**src/rtl/key_seq_pkg.sv**
```systemverilog
// key_seq_pkg: shared constants and helpers for the key sequencer.
//   DEBOUNCE_DEFAULT : stable samples needed to accept a key change (20 ms @ 50 MHz)
//   SYNC_DEFAULT     : key_n synchronizer depth
//   cnt_width()      : debounce counter width, ceil(log2(n)), minimum 1
package key_seq_pkg;
  localparam int DEBOUNCE_DEFAULT = 1000000;
  localparam int SYNC_DEFAULT     = 2;

  function automatic int cnt_width(input int n);
    int w;
    w = 1;
    while ((1 << w) < n) w++;
    return w;
  endfunction
endpackage

```
**src/rtl/key_sequencer_if.sv**
```systemverilog
// key_sequencer_if: pushbutton/operand side and evaluator side of the sequencer.
//   key_n, sw_in          : raw inputs (driven by master)
//   go, data_out          : debounced level and latched operand (driven by slave)
//   press_pulse,
//   release_pulse         : one-cycle strobes on accepted edges
//   op_index              : accepted releases modulo 4
interface key_sequencer_if;
  logic       key_n;
  logic [7:0] sw_in;
  logic       go;
  logic [7:0] data_out;
  logic       press_pulse;
  logic       release_pulse;
  logic [1:0] op_index;

  modport master (
    output key_n, sw_in,
    input  go, data_out, press_pulse, release_pulse, op_index
  );

  modport slave (
    input  key_n, sw_in,
    output go, data_out, press_pulse, release_pulse, op_index
  );
endinterface

```
**src/rtl/sync_chain.sv**
```systemverilog
// sync_chain: SYNC_STAGES-deep flip-flop synchronizer for the raw key.
//   clk, resetn : clock, synchronous active-low reset
//   d           : asynchronous input
//   q           : synchronized output; resets to 1 (key released)
module sync_chain #(
  parameter int SYNC_STAGES = 2
) (
  input  logic clk,
  input  logic resetn,
  input  logic d,
  output logic q
);
  logic [SYNC_STAGES-1:0] chain_q;

  always_ff @(posedge clk) begin
    if (!resetn) chain_q <= '1;
    else         chain_q <= {chain_q[SYNC_STAGES-2:0], d};
  end

  assign q = chain_q[SYNC_STAGES-1];
endmodule

```
**src/rtl/key_sequencer.sv**
```systemverilog
// key_sequencer: synchronizes and debounces a pushbutton, latches the switch
// operand on each accepted press and counts accepted releases.
//   clk, resetn : clock, synchronous active-low reset
//   bus         : key_sequencer_if.slave (key_n/sw_in in; go, data_out,
//                 press_pulse, release_pulse, op_index out)
// All outputs are registers; nothing from key_n reaches an output combinationally.
module key_sequencer
  import key_seq_pkg::*;
#(
  parameter int DEBOUNCE_CYCLES = DEBOUNCE_DEFAULT,
  parameter int SYNC_STAGES     = SYNC_DEFAULT
) (
  input  logic clk,
  input  logic resetn,
  key_sequencer_if.slave bus
);
  localparam int             CW      = cnt_width(DEBOUNCE_CYCLES);
  localparam logic [CW-1:0] CNT_MAX = CW'(DEBOUNCE_CYCLES - 1);

  logic          key_sync, key_s;
  logic          stab_q, stab_d;
  logic [CW-1:0] cnt_q, cnt_d;
  logic [7:0]    data_q, data_d;
  logic          press_q, press_d;
  logic          rel_q, rel_d;
  logic [1:0]    opi_q, opi_d;
  logic          accept;

  sync_chain #(.SYNC_STAGES(SYNC_STAGES)) u_sync (
    .clk    (clk),
    .resetn (resetn),
    .d      (bus.key_n),
    .q      (key_sync)
  );

  assign key_s = ~key_sync;

  // Accept only after DEBOUNCE_CYCLES consecutive differing samples; any
  // sample matching stab clears the count (no partial credit for bounces).
  assign accept = (key_s != stab_q) && (cnt_q == CNT_MAX);

  always_comb begin
    stab_d  = stab_q;
    cnt_d   = '0;
    data_d  = data_q;
    press_d = 1'b0;
    rel_d   = 1'b0;
    opi_d   = opi_q;
    if (key_s != stab_q) begin
      if (accept) begin
        stab_d = ~stab_q;
        if (!stab_q) begin
          press_d = 1'b1;
          data_d  = bus.sw_in;
        end else begin
          rel_d = 1'b1;
          opi_d = opi_q + 2'd1;
        end
      end else begin
        cnt_d = cnt_q + 1'b1;
      end
    end
  end

  always_ff @(posedge clk) begin
    if (!resetn) begin
      stab_q  <= 1'b0;
      cnt_q   <= '0;
      data_q  <= '0;
      press_q <= 1'b0;
      rel_q   <= 1'b0;
      opi_q   <= '0;
    end else begin
      stab_q  <= stab_d;
      cnt_q   <= cnt_d;
      data_q  <= data_d;
      press_q <= press_d;
      rel_q   <= rel_d;
      opi_q   <= opi_d;
    end
  end

  // go is the stable state itself, so it rises on the same edge data_out loads.
  assign bus.go            = stab_q;
  assign bus.data_out      = data_q;
  assign bus.press_pulse   = press_q;
  assign bus.release_pulse = rel_q;
  assign bus.op_index      = opi_q;
endmodule

```
**src/flat_wrapper.sv**
```systemverilog
// flat-port wrapper written by rule: the top's interface ports become plain ports
module key_sequencer_flat import key_seq_pkg::*;
#(
  parameter int DEBOUNCE_CYCLES = DEBOUNCE_DEFAULT,
  parameter int SYNC_STAGES     = SYNC_DEFAULT
)
  (clk, resetn, bus_key_n, bus_sw_in, bus_go, bus_data_out, bus_press_pulse, bus_release_pulse, bus_op_index);
  key_sequencer_if bus_i ();
  input  logic clk;
  input  logic resetn;
  input wire logic [$bits(bus_i.key_n)-1:0] bus_key_n;
  input wire logic [$bits(bus_i.sw_in)-1:0] bus_sw_in;
  output wire logic [$bits(bus_i.go)-1:0] bus_go;
  output wire logic [$bits(bus_i.data_out)-1:0] bus_data_out;
  output wire logic [$bits(bus_i.press_pulse)-1:0] bus_press_pulse;
  output wire logic [$bits(bus_i.release_pulse)-1:0] bus_release_pulse;
  output wire logic [$bits(bus_i.op_index)-1:0] bus_op_index;
  assign bus_i.key_n = bus_key_n;
  assign bus_i.sw_in = bus_sw_in;
  assign bus_go = bus_i.go;
  assign bus_data_out = bus_i.data_out;
  assign bus_press_pulse = bus_i.press_pulse;
  assign bus_release_pulse = bus_i.release_pulse;
  assign bus_op_index = bus_i.op_index;
  key_sequencer #(.DEBOUNCE_CYCLES(DEBOUNCE_CYCLES), .SYNC_STAGES(SYNC_STAGES)) u_core (.clk(clk), .resetn(resetn), .bus(bus_i));
endmodule
```
**config.mk**
```make
export PLATFORM = sky130hd
export DESIGN_NAME = key_sequencer_flat
export DESIGN_NICKNAME = d
export VERILOG_FILES = /design/src/rtl/key_seq_pkg.sv /design/src/rtl/key_sequencer_if.sv /design/src/rtl/sync_chain.sv /design/src/rtl/key_sequencer.sv /design/src/flat_wrapper.sv
export SDC_FILE = /design/constraint.sdc
export NUM_CORES = 1
export LEC_CHECK = 0
export CAP_MARGIN = 10
export CORE_MARGIN = 5
export CORE_UTILIZATION = 30
export CTS_CLUSTER_DIAMETER = 30
export DETAILED_ROUTE_END_ITERATION = 6
export PLACE_DENSITY_LB_ADDON = 0.3
export SLEW_MARGIN = 25
export SYNTH_ARGS = -nofsm -noshare
export SYNTH_HDL_FRONTEND = slang
export SYNTH_HIERARCHICAL = 1
export SYNTH_SLANG_ARGS = --single-unit
```
**constraint.sdc**
```tcl
create_clock -name clk -period 3 [get_ports clk]
set_clock_uncertainty 0.15 [all_clocks]
set_input_delay 0.45 -clock clk [delete_from_list [all_inputs] [get_ports clk]]
set_output_delay 0.45 -clock clk [all_outputs]
set_load 0.1 [all_outputs]
```
==> flow_summary.yaml <==
timing:
  final-max-slew-violation-count: 0
  report.final.hold_viol_count: 0
  sum_of_negative_setup_slack_ns: 0
  timing.hold.ws_ns: 0.277
  final.period_utilization_pct: 82.3
  rsz0062_at_grt: "no"
  minimum_period_implied_by_the_final_worst_setup_slack_ns: 2.47
  maxClockFrequency_mhz: 405
  tightestPinTransition_ns: 0.339
  slew_headroom_pct: 77.1
  finalSetupViolations: 0
run_status:
  status: "complete, no violations"
power_and_ir_drop:
  power.density_mw_per_mm2: 454
  p_leak_nw: 0.666
  power_w: 0.000831
  ir_drop_mv: 0.193
cells_and_area:
  filler_cell_count: 502
  flow.area_growth_from_synthesis_pct: 24.1
  nNetsFinal: 203
  drive_gt1_share_pct: 13.1
  antenna_cells: 0
  post-route-util_pct: 38.5
drt:
  routed_wire_length_per_instance_microns: 10.8
  avgViaCountPerCell: 4.43
  drt_first_pass_iters: 4
  route.detailed.drc: 0
  drtIter0Drc: 39
  vias: 1142
  wirelength_microns: 2780
  detail-route-antenna-nets: 0
synthesis:
  yosys.cell_types.count: 32
  syn-num-nets: 176
  synthCells: 164
  postSynthRegisterBits: 35
  synth.yosys.warnings: 6
  ys_seq_area_share_pct: 47.5
  netlist_area_sq_mm: 0.00147
  syn-mean-instance-area_sq_um: 8.99
worst_setup_path:
  worstReg2RegStart: "u_core/cnt_q[0]"
  worstPathMaxFanout: 8
  regToRegSetupSlack_ns: 0.53
  timing.critical_path.required_ns: 3.02
  critical_path_class: "flip-flop to flip-flop"
  worst_setup_endpoint: "u_core/bus.data_out[5]"
  startpoint_type_of_the_worst_setup_path: "flip-flop"
  crit-reg2reg-capture: "u_core/bus.data_out[5]"
  ff2ff_path_depth: 5
  start_point_of_the_critical_path: "u_core/cnt_q[0]"
  arrival_ns: 2.49
  worstSetupEndpointType: "flip-flop"
flow_run:
  maxCapViolations: 0
place:
  port-buffer-count: 23
  place.gp.congestion: 0.753
  dpl.hpwl_microns: 1900
clocking:
  clock_tree.htree_level_count: 2
  cts_buffers: 5
  clock_latency_ns: 0.28
  worst_setup_hold_path_clk_slew_ns: 0.07
  ctsLongestPathBuffers: 2
  post_cts.resized_instances: 0
  ctsRootBufferMaster: "clkbuf_8"
  clock_tree_from_tritoncts: "built"
  post_cts_hold_buffer_count: 0
  cts_setup_buffers: 0
  cts.sink_count: 35
floorplanning:
  floorplan.initialDensity_pct: 31.0
  core-area_sq_mm: 0.00475
  dieArea_sq_mm: 0.00642
  die_width_microns: 80.1
  ios: 24
  rows: 25
  die_boundary_height_microns: 80.1
grt:
  globalRouteTotalUtil_pct: 9.19
  grt_antenna_before_repair: 0
  grt_pass1_vias: 1054
  grt_max_degree: 25
  grt_first_pass_wirelength_microns: 4660
  global_route.overflow_total: 0
hold_path:
  worstHoldPathType: "flip-flop to flip-flop"
[how the worst min path moves through the flow]
stage | from | endpoint | slack [ns] | depth (start not counted)
3_3_place_gp | u_core/u_sync/chain_q[0] | u_core/u_sync/chain_q[1] | 0.24 | 1
5_1_grt | u_core/u_sync/chain_q[0] | u_core/u_sync/chain_q[1] | 0.29 | 1
3_5_place_dp | u_core/u_sync/chain_q[0] | u_core/u_sync/chain_q[1] | 0.25 | 1
4_1_cts | u_core/u_sync/chain_q[0] | u_core/u_sync/chain_q[1] | 0.28 | 1
2_1_floorplan | u_core/u_sync/chain_q[0] | u_core/u_sync/chain_q[1] | 0.24 | 1
6_report | u_core/u_sync/chain_q[0] | u_core/u_sync/chain_q[1] | 0.28 | 1
[power by group]
| part | switching, W | leakage [nW] | internal, W |
|---|---|---|---|
| Clock | 0.000157 | 0.0470 | 0.000180 |
| Combinational | 0.0000105 | 0.337 | 0.0000158 |
| Sequential | 0.00000129 | 0.282 | 0.000466 |
[kinds of logic after synthesis]
family,count (synthesis),share of synthesized area [%]
buffers and inverters,8,2.72
multiplexers,9,6.11
XOR/XNOR,12,7.13
flip-flops,35,47.5
adder cells (fa/ha/maj),1,0.849
AND/OR/NAND/NOR,81,28.4
AO/OA/AOI/OAI,18,7.21
[state kept, by name (all words and copies together), names as in the netlist]
name and count:
u_core/bus.data_out 8, u_core/bus.go 1, u_core/cnt_q 20, u_core/bus.press_pulse 1, u_core/u_sync/chain_q 2, u_core/bus.release_pulse 1
u_core/bus.op_index 2
[placed cells by master, fill, tap and decap left out, types with 3 or more instances in the layout]
master           count
clkdlybuf4s50_1     10
or3_1                6
inv_1                3
o21ai_0              7
nand3_1              5
nor2_1              16
or4_1                3
xor2_1               7
buf_4               15
clkbuf_8             6
dfxtp_1             35
a21oi_1              6
xnor2_1              5
nand4_1              4
nand2_1             26
mux2i_1              9
nand2b_1             4
and2_1               4
[layer usage]
| layer | vias to the layer above | global-route usage, % | share of wire (%) |
|---|---|---|---|
| met5 | - | 0 | 0 |
| met4 | 0 | 4.05 | 1.1 |
| met3 | 4 | 3.25 | 7.4 |
| met2 | 28 | 13.7 | 41 |
| met1 | 491 | 11.9 | 50 |
| li1 | 619 | - | - |
[cell type report]
type	count	area [sq um]	area share, %
inverters	3	11.3	0.616
repair buffers	25	213	11.6
multi-input cells	121	733	40.1
well taps	67	83.8	4.58
clock buffers	6	82.6	4.51
flip-flops and latches	35	701	38.3
clock inverters	1	5.00	0.274
[cells in the mapped netlist]
cell / n / area (sq um)
nand4_1: 4 / 25.0
nand2_1: 26 / 97.6
nor4_1: 2 / 12.5
buf_6: 1 / 11.3
nor4b_1: 1 / 8.76
or3_1: 6 / 37.5
nor4bb_1: 1 / 10.0
nand2b_1: 4 / 25.0
inv_1: 3 / 11.3
o21bai_2: 1 / 11.3
or4_1: 3 / 22.5
nand4b_1: 1 / 8.76
and4_1: 2 / 17.5
nor3_1: 2 / 10.0
ha_1: 1 / 12.5
nand3_1: 5 / 25.0
xor2_1: 7 / 61.3
or2_2: 1 / 6.26
or4_4: 1 / 11.3
a21oi_1: 6 / 30.0
o21ai_0: 7 / 35.0
clkbuf_1: 2 / 7.51
and3_1: 1 / 6.26
a21boi_0: 2 / 15.0
dfxtp_1: 35 / 701
xnor2_1: 5 / 43.8
mux2i_1: 9 / 90.1
buf_2: 2 / 10.0
nor2_1: 16 / 60.1
and2_1: 4 / 25.0
o31ai_1: 2 / 15.0
or4b_1: 1 / 10.0
[critical path, cell delays in order, from the launching register on]
cell and delay [ns]:
dfxtp_1 0.36, ha_1 0.20, nand3_1 0.22, or4_1 0.71, or4_4 0.57, mux2i_1 0.15
[per-stage QoR]
stage	worst slack (ns)	cell area [sq um]	instances
after floorplan	0.698	1470	164
after global placement	0.592	1740	251
after detailed placement	0.538	1740	251
after CTS	0.526	1830	258
after global routing	0.422	1830	258
final	0.530	1830	258
(Power assumes the default switching activity.)
